[src/rtl/mem_port_arbiter.sv]
// Two-port arbiter in front of the single-port unified memory: port 0 is the CPU datapath,
// port 1 is the loader/DMA engine. One command in flight at a time, same latency for reads and writes.
module mem_port_arbiter #(
  parameter int AW         = 32,
  parameter int DW         = 32,
  parameter int MEM_LAT    = 1,
  parameter int FIXED_PRIO = 0
) (
  input  logic          clk,
  input  logic          rst,
  input  logic          req0_i,
  input  logic          we0_i,
  input  logic [AW-1:0] addr0_i,
  input  logic [DW-1:0] wdata0_i,
  output logic          done0_o,
  output logic [DW-1:0] rdata0_o,
  input  logic          req1_i,
  input  logic          we1_i,
  input  logic [AW-1:0] addr1_i,
  input  logic [DW-1:0] wdata1_i,
  output logic          done1_o,
  output logic [DW-1:0] rdata1_o,
  output logic          mem_en_o,
  output logic          mem_we_o,
  output logic [AW-1:0] mem_addr_o,
  output logic [DW-1:0] mem_wdata_o,
  input  logic [DW-1:0] mem_rdata_i,
  output logic          busy_o
);

  // Handshake: a requester raises reqN_i with we/addr/wdata and holds them until doneN_o.
  // The request is sampled only in IDLE; doneN_o is a one-cycle pulse. A request still
  // high during the done cycle is treated as a fresh request in the following IDLE cycle.

  localparam int CW = (MEM_LAT > 1) ? $clog2(MEM_LAT) : 1;

  typedef enum logic [1:0] {
    IDLE = 2'd0,
    CMD  = 2'd1,
    WAIT = 2'd2,
    DONE = 2'd3
  } state_t;

  state_t        state;
  logic          owner;
  logic          last_owner;
  logic          we_q;
  logic [AW-1:0] addr_q;
  logic [DW-1:0] wdata_q;
  logic [CW-1:0] cnt;
  logic [DW-1:0] rdata0_q;
  logic [DW-1:0] rdata1_q;
  logic          grant;

  // With contention, fixed priority favours the loader; otherwise the port not served last wins.
  always_comb begin
    grant = req1_i;
    if (req0_i && req1_i) begin
      grant = (FIXED_PRIO != 0) ? 1'b1 : ~last_owner;
    end
  end

  always_ff @(posedge clk) begin
    if (rst) begin
      state      <= IDLE;
      owner      <= 1'b0;
      last_owner <= 1'b1;
      we_q       <= 1'b0;
      addr_q     <= '0;
      wdata_q    <= '0;
      cnt        <= '0;
      rdata0_q   <= '0;
      rdata1_q   <= '0;
    end else begin
      case (state)
        IDLE: begin
          if (req0_i || req1_i) begin
            owner      <= grant;
            last_owner <= grant;
            we_q       <= grant ? we1_i    : we0_i;
            addr_q     <= grant ? addr1_i  : addr0_i;
            wdata_q    <= grant ? wdata1_i : wdata0_i;
            state      <= CMD;
          end
        end
        CMD: begin
          cnt   <= CW'(MEM_LAT - 1);
          state <= WAIT;
        end
        WAIT: begin
          if (cnt == '0) begin
            if (!we_q) begin
              if (owner) rdata1_q <= mem_rdata_i;
              else       rdata0_q <= mem_rdata_i;
            end
            state <= DONE;
          end else begin
            cnt <= cnt - 1'b1;
          end
        end
        DONE: begin
          state <= IDLE;
        end
        default: begin
          state <= IDLE;
        end
      endcase
    end
  end

  assign mem_en_o    = (state == CMD);
  assign mem_we_o    = (state == CMD) && we_q;
  assign mem_addr_o  = addr_q;
  assign mem_wdata_o = wdata_q;
  assign done0_o     = (state == DONE) && !owner;
  assign done1_o     = (state == DONE) && owner;
  assign rdata0_o    = rdata0_q;
  assign rdata1_o    = rdata1_q;
  assign busy_o      = (state != IDLE);

endmodule

[config.mk]
export PLATFORM = sky130hd
export DESIGN_NAME = mem_port_arbiter
export DESIGN_NICKNAME = d
export VERILOG_FILES = /design/src/rtl/mem_port_arbiter.sv
export SDC_FILE = /design/constraint.sdc
export NUM_CORES = 1
export LEC_CHECK = 0
export CORE_MARGIN = 5
export CORE_UTILIZATION = 39
export DETAILED_ROUTE_END_ITERATION = 7
export PLACE_DENSITY = 0.81
export SYNTH_ARGS = -nofsm -noshare
export SYNTH_HDL_FRONTEND = slang
export SYNTH_SLANG_ARGS = --single-unit
[constraint.sdc]
create_clock -name clk -period 1.95 [get_ports clk]
set_input_delay 0.195 -clock clk [delete_from_list [all_inputs] [get_ports clk]]
set_output_delay 0.195 -clock clk [all_outputs]
set_load 0.01 [all_outputs]
==> results of run 1 <==
-- metrics by stage --
| stage | area (um^2) | total power (W) |
|---|---|---|
| 2_1_floorplan | 5470 | 0.00632 |
| 3_3_place_gp | 8670 | 0.00860 |
| 3_5_place_dp | 8670 | 0.00872 |
| 4_1_cts | 9300 | 0.0122 |
| 5_1_grt | 9310 | 0.0128 |
| 6_report | 9310 | 0.0121 |
-- final cells by class --
class                           count  area share
Clock buffer                       18      0.0461
Clock inverter                     13      0.0222
Inverter                            3     0.00121
Multi-Input combinational cell    479       0.274
Sequential cell                   133       0.286
Tap cell                          180      0.0242
Timing Repair Buffer              317       0.346
-- state kept, by name, indices dropped and copies added (netlist names) --
signal       cells
last_owner       1
mem_addr_o      32
mem_wdata_o     32
owner            1
rdata0_o        32
rdata1_o        32
state            2
we_q             1
-- power by group --
part / total [W] / switching, W / internal, W
clock network: 0.00348 / 0.00122 / 0.00226
logic: 0.00487 / 0.00248 / 0.00239
registers: 0.00376 / 0.000369 / 0.00339
total: 0.0121 / 0.00407 / 0.00804
-- cell families (layout without fill, tap and decap cells) --
family	count (synthesis)	after routing	synth area share
AOI/OAI and AO/OA	202	202	0.255
adders and majority gates	5	5	0.0114
buffers and inverters	60	351	0.0517
DFF	133	133	0.487
muxes	1	1	0.00183
and+or+nand+nor	271	271	0.193
-- layer usage --
layer | track usage | vias up
met5 | 0 | -
met4 | 0.0911 | 0
met3 | 0.0652 | 39
met2 | 0.399 | 204
met1 | 0.284 | 2696
li1 | - | 2822
-- worst max-delay path, cell delays in order, from the launching register on --
cell and delay (ps):
dfxtp_1 380, ha_1 180, and2_1 120, clkdlybuf4s50_1 560
-- synthesized netlist by cell type --
master and count:
o21ai_1 1, inv_1 3, or3b_1 2, o21a_1 1, a21boi_2 1, nand2_1 193
clkbuf_1 27, mux2i_1 1, buf_4 8, nor2b_1 1, a211oi_2 40, ha_1 5
buf_2 22, or2_2 1, dfxtp_1 133, a21bo_1 1, nand3b_1 1, a31oi_1 1
and2_1 2, a22oi_1 1, a21oi_1 130, nor3b_2 1, nor2_1 69, and3b_1 1
a211oi_1 26
-- path summary, 6_finish.rpt --
check	from	to	slack [ps]
worst min register to register	rdata0_o[7]	rdata0_o[7]	450
worst min-delay path	rst	state[1]	250
worst max-delay path	state[1]	done1_o	110
worst max register to register	state[1]	mem_wdata_o[29]	320
==> out/metrics.csv, run 1 <==
metric,value,unit
CTS Hold Bufs,0,
fin crit share,0.943,
Die ar.,16500,um^2
drt total wl,20000,um
crit path kind,flip-flop to output port,
met3 routed WL,1350,um
CTS tree,built,
Slew HR,0.640,
fraction of final layout cells sized beyond drive strength 1,0.102,
grt ovf,0,
buffer count from post-CTS setup fixing,0,
CTS root buf,clkbuf_16,
largest net degree at the start of global routing,57,
DP HPWL,14200,um
Fmax,544,MHz
top routing layer in use,met4,
PostCTS Resize Cnt,4,
"Reg clk slew, reported paths",60,ps
Fin Setup TNS,0,ps
Yosys warnings,0,
Slew @ Worst Pin,540,ps
PwrDens,1300,nW/um^2
cell area after synthesis,5470,um^2
Seq. cell area,2660,um^2
Filler cells,1101,
syn nets,843,
RSZ-0062 raised after global routing,no,
Area contributors post-synth,"dfxtp_1 (49%), nand2_1 (13%), a21oi_1 (12%)",
WL met2,9970,um
Chip Height,128,um
initial antenna violation count,0,
Synth area leader,dfxtp_1,
number of buffers added on ports,298,
Worst Path Max Fanout,4,
Initial Util,0.395,
final cell count without fillers,1143,
number of diodes,0,
total number of vias,5761,
pre-CTS WS,135,ps
Chip Width,128,um
# rows,43,
via/cell ratio,5.04,
hold_ws,250,ps
multi-input logic area,2550,um^2
post-synth cell types,25,
outcome,finished clean,
leakage,3.46,nW
Final Critical Period,1840,ps
final hold violation count,0,
antenna-violating nets left,0,
critical path required time,1750,ps
Max-cap violations,0,
CP startpoint kind,flip-flop,
clock net sink count,133,
DRT Pass-1 Iters,4,
"Arr. time, crit path",1640,ps
Final setup viols,0,
first-pass GRT wire length,30600,um
Crit. End Element,output port,
Routed WL per cell,17.5,um
post-synthesis sequential area ratio,0.487,
worst setup margin,111,ps
"commonest non-fill, non-tap cell in the layout",clkdlybuf4s50_1,
Final Util,0.673,
HP Class,input port to flip-flop,
Layout area overhead,70.2,%
Syn Inst Count,672,
Final Wtd Congestion,0.844,
clk_lat worst skew,420,ps
Clock Skews,8.50,ps
Worst R2R Path Depth,6,
most frequent cells in the layout,"clkdlybuf4s50_1 (294), nand2_1 (193), dfxtp_1 (132)",
Placed Cells,1112,
I/O pin total,299,
Yosys reg bits,133,
area of the core,13800,um^2
vias in the first global route,5601,
Longest Clk Path Bufs,2,
Tot GR Track Use,0.236,
CTS buffer count,17,
initial DRC count,359,
Peak VDD IR,784,uV
Residual DRC,0,
Mean Syn Cell Area,8.13,um^2
Final Max Slew Viols,0,
post-synth top area share,0.487,
H-tree depth,4,
Min-Delay Path Depth,2,
nets,1122,
M1 WL,8080,um
(Power assumes the default switching activity.)
==> inputs of run 2 (changes only) <==
--- a/config.mk
+++ b/config.mk
@@ -12,3 +12,4 @@
 export SYNTH_ARGS = -nofsm -noshare
 export SYNTH_HDL_FRONTEND = slang
 export SYNTH_SLANG_ARGS = --single-unit
+export TNS_END_PERCENT = 1
==> results of run 2 <==
The final DEF is identical to that of run 1; final timing and power are the same.
==> edit 1 (flow settings as in run 1) <==
Set the parameter `AW` to 64 (it was 32).
--- a/src/rtl/mem_port_arbiter.sv
+++ b/src/rtl/mem_port_arbiter.sv
@@ -1,7 +1,7 @@
 // Two-port arbiter in front of the single-port unified memory: port 0 is the CPU datapath,
 // port 1 is the loader/DMA engine. One command in flight at a time, same latency for reads and writes.
 module mem_port_arbiter #(
-  parameter int AW         = 32,
+  parameter int AW         = 64,
   parameter int DW         = 32,
   parameter int MEM_LAT    = 1,
   parameter int FIXED_PRIO = 0
Interface: changed (resized addr0_i, addr1_i and mem_addr_o); port bits go from 299 to 395. The function was not compared with the original's and may differ.
==> edit 1 against run 1 <==
Synthesized cell count is 27% higher. Sequential cell count is 32 higher. Largest power group unchanged. Cell area is 24% higher. Power is 21% higher. Die area is 21% higher. Setup slack worse by 15 ps. Sequential power is 27% higher. Register-to-register slack worse by 90 ps. Routed wire length is 29% higher. Final cell count is 27% higher. Clock skew is 3.0 ps higher. Synthesized area is 23% higher. Count of clock-buffer cells in the layout is 1 lower.
==> edit 1: results (changes against run 1) <==
stage,metric,value,unit,change
timing,worst_pin_slew,644,ps,+104 ps
final_layout,fillers,1419,,+29%
yosys,synth.area.top_cells,"dfxtp_1, nand2_1, a21oi_1",,
routing,drt-total-wl,25900,um,+29%
place,place.gp.congestion,0.910,,+7.7%
yosys,yosys.cell_types.count,27,,+8.0%
power_and_ir_drop,p_per_area,1270,nW/um2,-2.5%
routing,dr.pass1.iters,5,,+1
global_route,grt_pass1_vias,7094,,+27%
final_layout,nonClockInverterCount,3,,unchanged
final_layout,multiInputCombCellCount,607,,+27%
final_layout,clock_area_share,5.31,%,-1.5 points
final_layout,buffer_area_share,36.8,%,+2.2 points
global_route,use_met2,42.3,%,+2.4 points
power_and_ir_drop,p_sw_share,36.4,%,+2.8 points
final_layout,n_clock_buffer,17,,-1
routing,wl_per_cell,17.8,um,+1.9%
global_route,grt_pass1_wl,39200,um,+28%
final_layout,seqCellArea,3300,um2,+24%
place,dpl_cell_area,11000,um2,+26%
global_route,globalRouteTotalUtil,24.9,%,+1.4 points
yosys,syn_area_per_cell,7.90,um2,-2.9%
place,numPortBuffers,394,,+32%
final_layout,num-nonclk-buffers,418,,+32%
timing,skew,11.5,ps,+2.97 ps
final_layout,multi_input_area_share,26.8,%,-0.59 points
power_and_ir_drop,p_seq_share,32.5,%,+1.5 points
place,dp_hpwl,19000,um,+34%
power_and_ir_drop,clockPowerShare,23.5,%,-5.2 points
global_route,grt_max_degree,78,,+37%
yosys,synth_common_cells,"nand2_1, dfxtp_1, a21oi_1",,
worst_setup_path,arrival,1660,ps,+20 ps
yosys,syn-num-nets,1086,,+29%
power_and_ir_drop,p_switching,0.00535,W,+31%
final_layout,layout-drive-gt1-share,7.02,%,-3.2 points
yosys,ys_ff_latch,165,,+24%
yosys,seq_area_frac_synth,49.1,%,+0.41 points
run_status,outcome,completed,,
power_and_ir_drop,p_leak,4.36,nW,+26%
global_route,globalRouteMet1Util,29.1,%,+0.70 points
routing,first_iter_violations,410,,+14%
global_route,grt_use_met3,7.89,%,+1.4 points
[edit 1: cell count changes in the layout (fill, tap and decap cells not counted), moves of 4 or more]
cell             before  now
nand2_1             193  225
dfxtp_1             132  165
a211oi_2             40   20
nor2_1               69  101
a21oi_1             130  162
inv_8                 0    6
bufinv_16             5    1
a211oi_1             26   78
clkdlybuf4s50_1     294  390
[edit 1: critical path, cell delays in order, from the launching register on]
cell             delay, ps
dfxtp_1                380
ha_1                   180
and2_1                 120
clkdlybuf4s50_1        560
[edit 1: cell families after synthesis]
family / Yosys count / share of synthesized area (%)
AND/OR/NAND/NOR: 335 / 19.3
multiplexers: 1 / 0.149
adder cells (fa/ha/maj): 5 / 0.930
AO/OA/AOI/OAI: 266 / 25.2
buffers and inverters: 79 / 5.36
flip-flops: 165 / 49.1
[edit 1: what timing repair did]
item                                    CTS  global route
gates resized for setup                   3             1
endpoints found under the setup margin    2             1
gates cloned                              0             0
[edit 1: worst paths after layout]
| kind | start | endpoint | slack, ps | depth (start not counted) |
|---|---|---|---|---|
| min reg2reg | rdata1_o[26]$_SDFFE_PP0P_ | rdata1_o[26]$_SDFFE_PP0P_ | 450 | 2 |
| max reg2reg | state[0]$_SDFFE_PP0P_ | rdata0_o[3]$_SDFFE_PP0P_ | 230 | 6 |
| min | rst | rdata0_o[8]$_SDFFE_PP0P_ | 300 | 2 |
| max | state[0]$_SDFFE_PP0P_ | done1_o | 100 | 3 |
[edit 1: per-layer routing]
| layer | share of wire [%] | up-vias |
|---|---|---|
| met5 | 0 | - |
| met4 | 3.7 | 0 |
| met3 | 9.1 | 59 |
| met2 | 49 | 327 |
| met1 | 38 | 3418 |
| li1 | - | 3600 |
==> edit 2 (flow settings as in run 1) <==
Without the edit above. Reset style: asynchronous (`rst`), changed in one clocked block.
--- a/src/rtl/mem_port_arbiter.sv
+++ b/src/rtl/mem_port_arbiter.sv
@@ -60,7 +60,7 @@
     end
   end
 
-  always_ff @(posedge clk) begin
+  always_ff @(posedge clk or posedge rst) begin
     if (rst) begin
       state      <= IDLE;
       owner      <= 1'b0;
Formal check against the unedited RTL: differs if rst is asserted again (counterexample within 4 cycles, from zero or initial values and one cycle with rst high); with rst held inactive, the same outputs for 4 cycles.
==> edit 2 against run 1 <==
Fmax fell by 0.50%. Largest cell class is now sequential cells. Utilization fell by 1.4 points. Highest routed layer unchanged. Clock power shrank 3%. Critical path type unchanged. Setup slack lost 9.2 ps. Synthesized area is 6.3% higher. Cell area grew 3.4%. Non-clock buffer count fell by 6. Largest power group unchanged. Sequential cell count unchanged. Routed wire length fell by 9.3%. Power grew 30%. Synthesized cell count down 23%.
==> edit 2: results (changes against run 1) <==
stage,metric,value,unit,change
global_route,grt_max_degree,90,,+58%
power_and_ir_drop,p_leak,4.02,nW,+16%
yosys,ys.flop_type,dfrtp_1,,
worst_setup_path,startpoint,state[1]$_DFFE_PP0P_,,
worst_setup_path,critPathCapture,mem_en_o,,
worst_setup_path,max_stage_delay,540,ps,-20 ps
yosys,syn-num-nets,688,,-18%
yosys,seq_area_frac_synth,57.3,%,+8.6 points
timing,slew_headroom,61.8,%,-2.2 points
global_route,antenna_found_initial,0,,unchanged
timing,skew,6.38,ps,-2.12 ps
global_route,grt_pass1_wl,29400,um,-4.0%
global_route,grt_pass1_vias,5407,,-3.5%
yosys,ys_async_sr_fraction,100,%,+100 points
final_layout,layout-drive-gt1-share,17.8,%,+7.6 points
place,place.gp.congestion,0.810,,-4.0%
worst_setup_path,rrSetupSlack,150,ps,-170 ps
worst_setup_path,r2r_cells,5,,-1
worst_setup_path,cpMaxStageDelayCell,clkdlybuf4s50_1,,
cts,cts_max_level,4,,unchanged
worst_hold_path,worstHoldPathType,in2async,,
yosys,yosys.cell_types.count,26,,+4.0%
routing,wl_per_cell,18.0,um,+2.7%
yosys,synth_common_cells,"dfrtp_1, a21oi_1, nand2_1",,
place,dp_slack,196,ps,+61.1 ps
worst_setup_path,rr_endpoint,rdata0_o[19]$_DFFE_PP0P_,,
routing,dr_total_vias,5130,,-11%
yosys,synth.area.top_cells,"dfrtp_1, mux2_2, a21oi_1",,
final_layout,final_nets,984,,-12%
global_route,globalRouteTotalUtil,21.0,%,-2.6 points
cts,clkSlewWorstSetupHoldPaths,60,ps,about the same
routing,first_iter_violations,229,,-36%
power_and_ir_drop,ir_drop,0.000711,V,-9.3%
run_status,outcome,completed,,
worst_setup_path,r2r-start,state[0]$_DFFE_PP0P_,,
place,dp_hpwl,13800,um,-3.1%
timing,fin_crit_sh,94.8,%,+0.47 points
place,dpl_cell_area,8970,um2,+3.5%
-- edit 2: changes by cell type after synthesis, sizes merged, moves of 2 or more --
cell,delta
dfxtp,-133
nand2,-127
or3b,-2
dfrtp,+132
nor2,-4
clkbuf,-23
a211oi,-66
mux2,+65
a21oi,+2
-- edit 2: where the power goes --
part           total (W)  internal [W]  switching [W]  leakage, nW
logic            0.00731       0.00412        0.00319         2.19
registers        0.00501       0.00420       0.000817         1.53
clock network    0.00338       0.00208        0.00130        0.305
-- edit 2: final cells by class --
class	instances	area (um2)
clock buffer	18	439
multi-input combinational	346	2240
sequential	133	3330
inverter	4	18.8
fill	1098	4970
tap	184	230
clock inverter	14	188
timing repair buffer	311	3180
-- edit 2: per-layer routing --
metal / GRT usage (%) / share of wire, %
met1: 24.8 / 39
met2: 34.1 / 49
met3: 8.59 / 9.4
met4: 8.46 / 2.9
met5: 0 / 0
-- edit 2: worst min-delay path by stage --
stage	slack, ps	from	cells past startpoint	endpoint
after detailed placement	480	rdata0_o[16]$_DFFE_PP0P_	1	rdata0_o[16]$_DFFE_PP0P_
after global placement	470	rdata0_o[16]$_DFFE_PP0P_	1	rdata0_o[16]$_DFFE_PP0P_
after CTS	290	addr0_i[30]	3	mem_addr_o[30]$_DFFE_PP0P_
after floorplan	270	req0_i	1	last_owner$_DFFE_PP1P_
after global routing	300	wdata0_i[23]	3	mem_wdata_o[23]$_DFFE_PP0P_
final	320	rst	3	rdata0_o[11]$_DFFE_PP0P_
-- edit 2: kinds of logic after synthesis --
| logic type | Yosys count | synth area share, % |
|---|---|---|
| buffers and inverters | 38 | 4.70 |
| adder cells (fa/ha/maj) | 5 | 1.08 |
| flip-flops | 133 | 57.3 |
| multiplexers | 65 | 12.6 |
| AO/OA/AOI/OAI | 138 | 14.8 |
| AND/OR/NAND/NOR | 138 | 9.52 |
-- edit 2: through the flow --
stage / std cells / hold WS, ps / power (W)
finish: 1010 / 315 / 0.0157
global route: 1010 / 297 / 0.0167
CTS: 1009 / 291 / 0.0159
detailed placement: 977 / 476 / 0.0124
global placement: 977 / 467 / 0.0122
floorplan: 517 / 268 / 0.00837
-- edit 2: timing repair --
action | in CTS | in global routing
endpoints found under the setup margin | 3 | 2
gates resized for setup | 6 | 1
buffers inserted | 0 | 1
-- edit 2: worst reg2reg max path: stages (launching register included) --
cell and delay (ps):
dfrtp_1 400, inv_1 170, ha_1 260, nor3b_4 240, buf_12 240, mux2_2 370
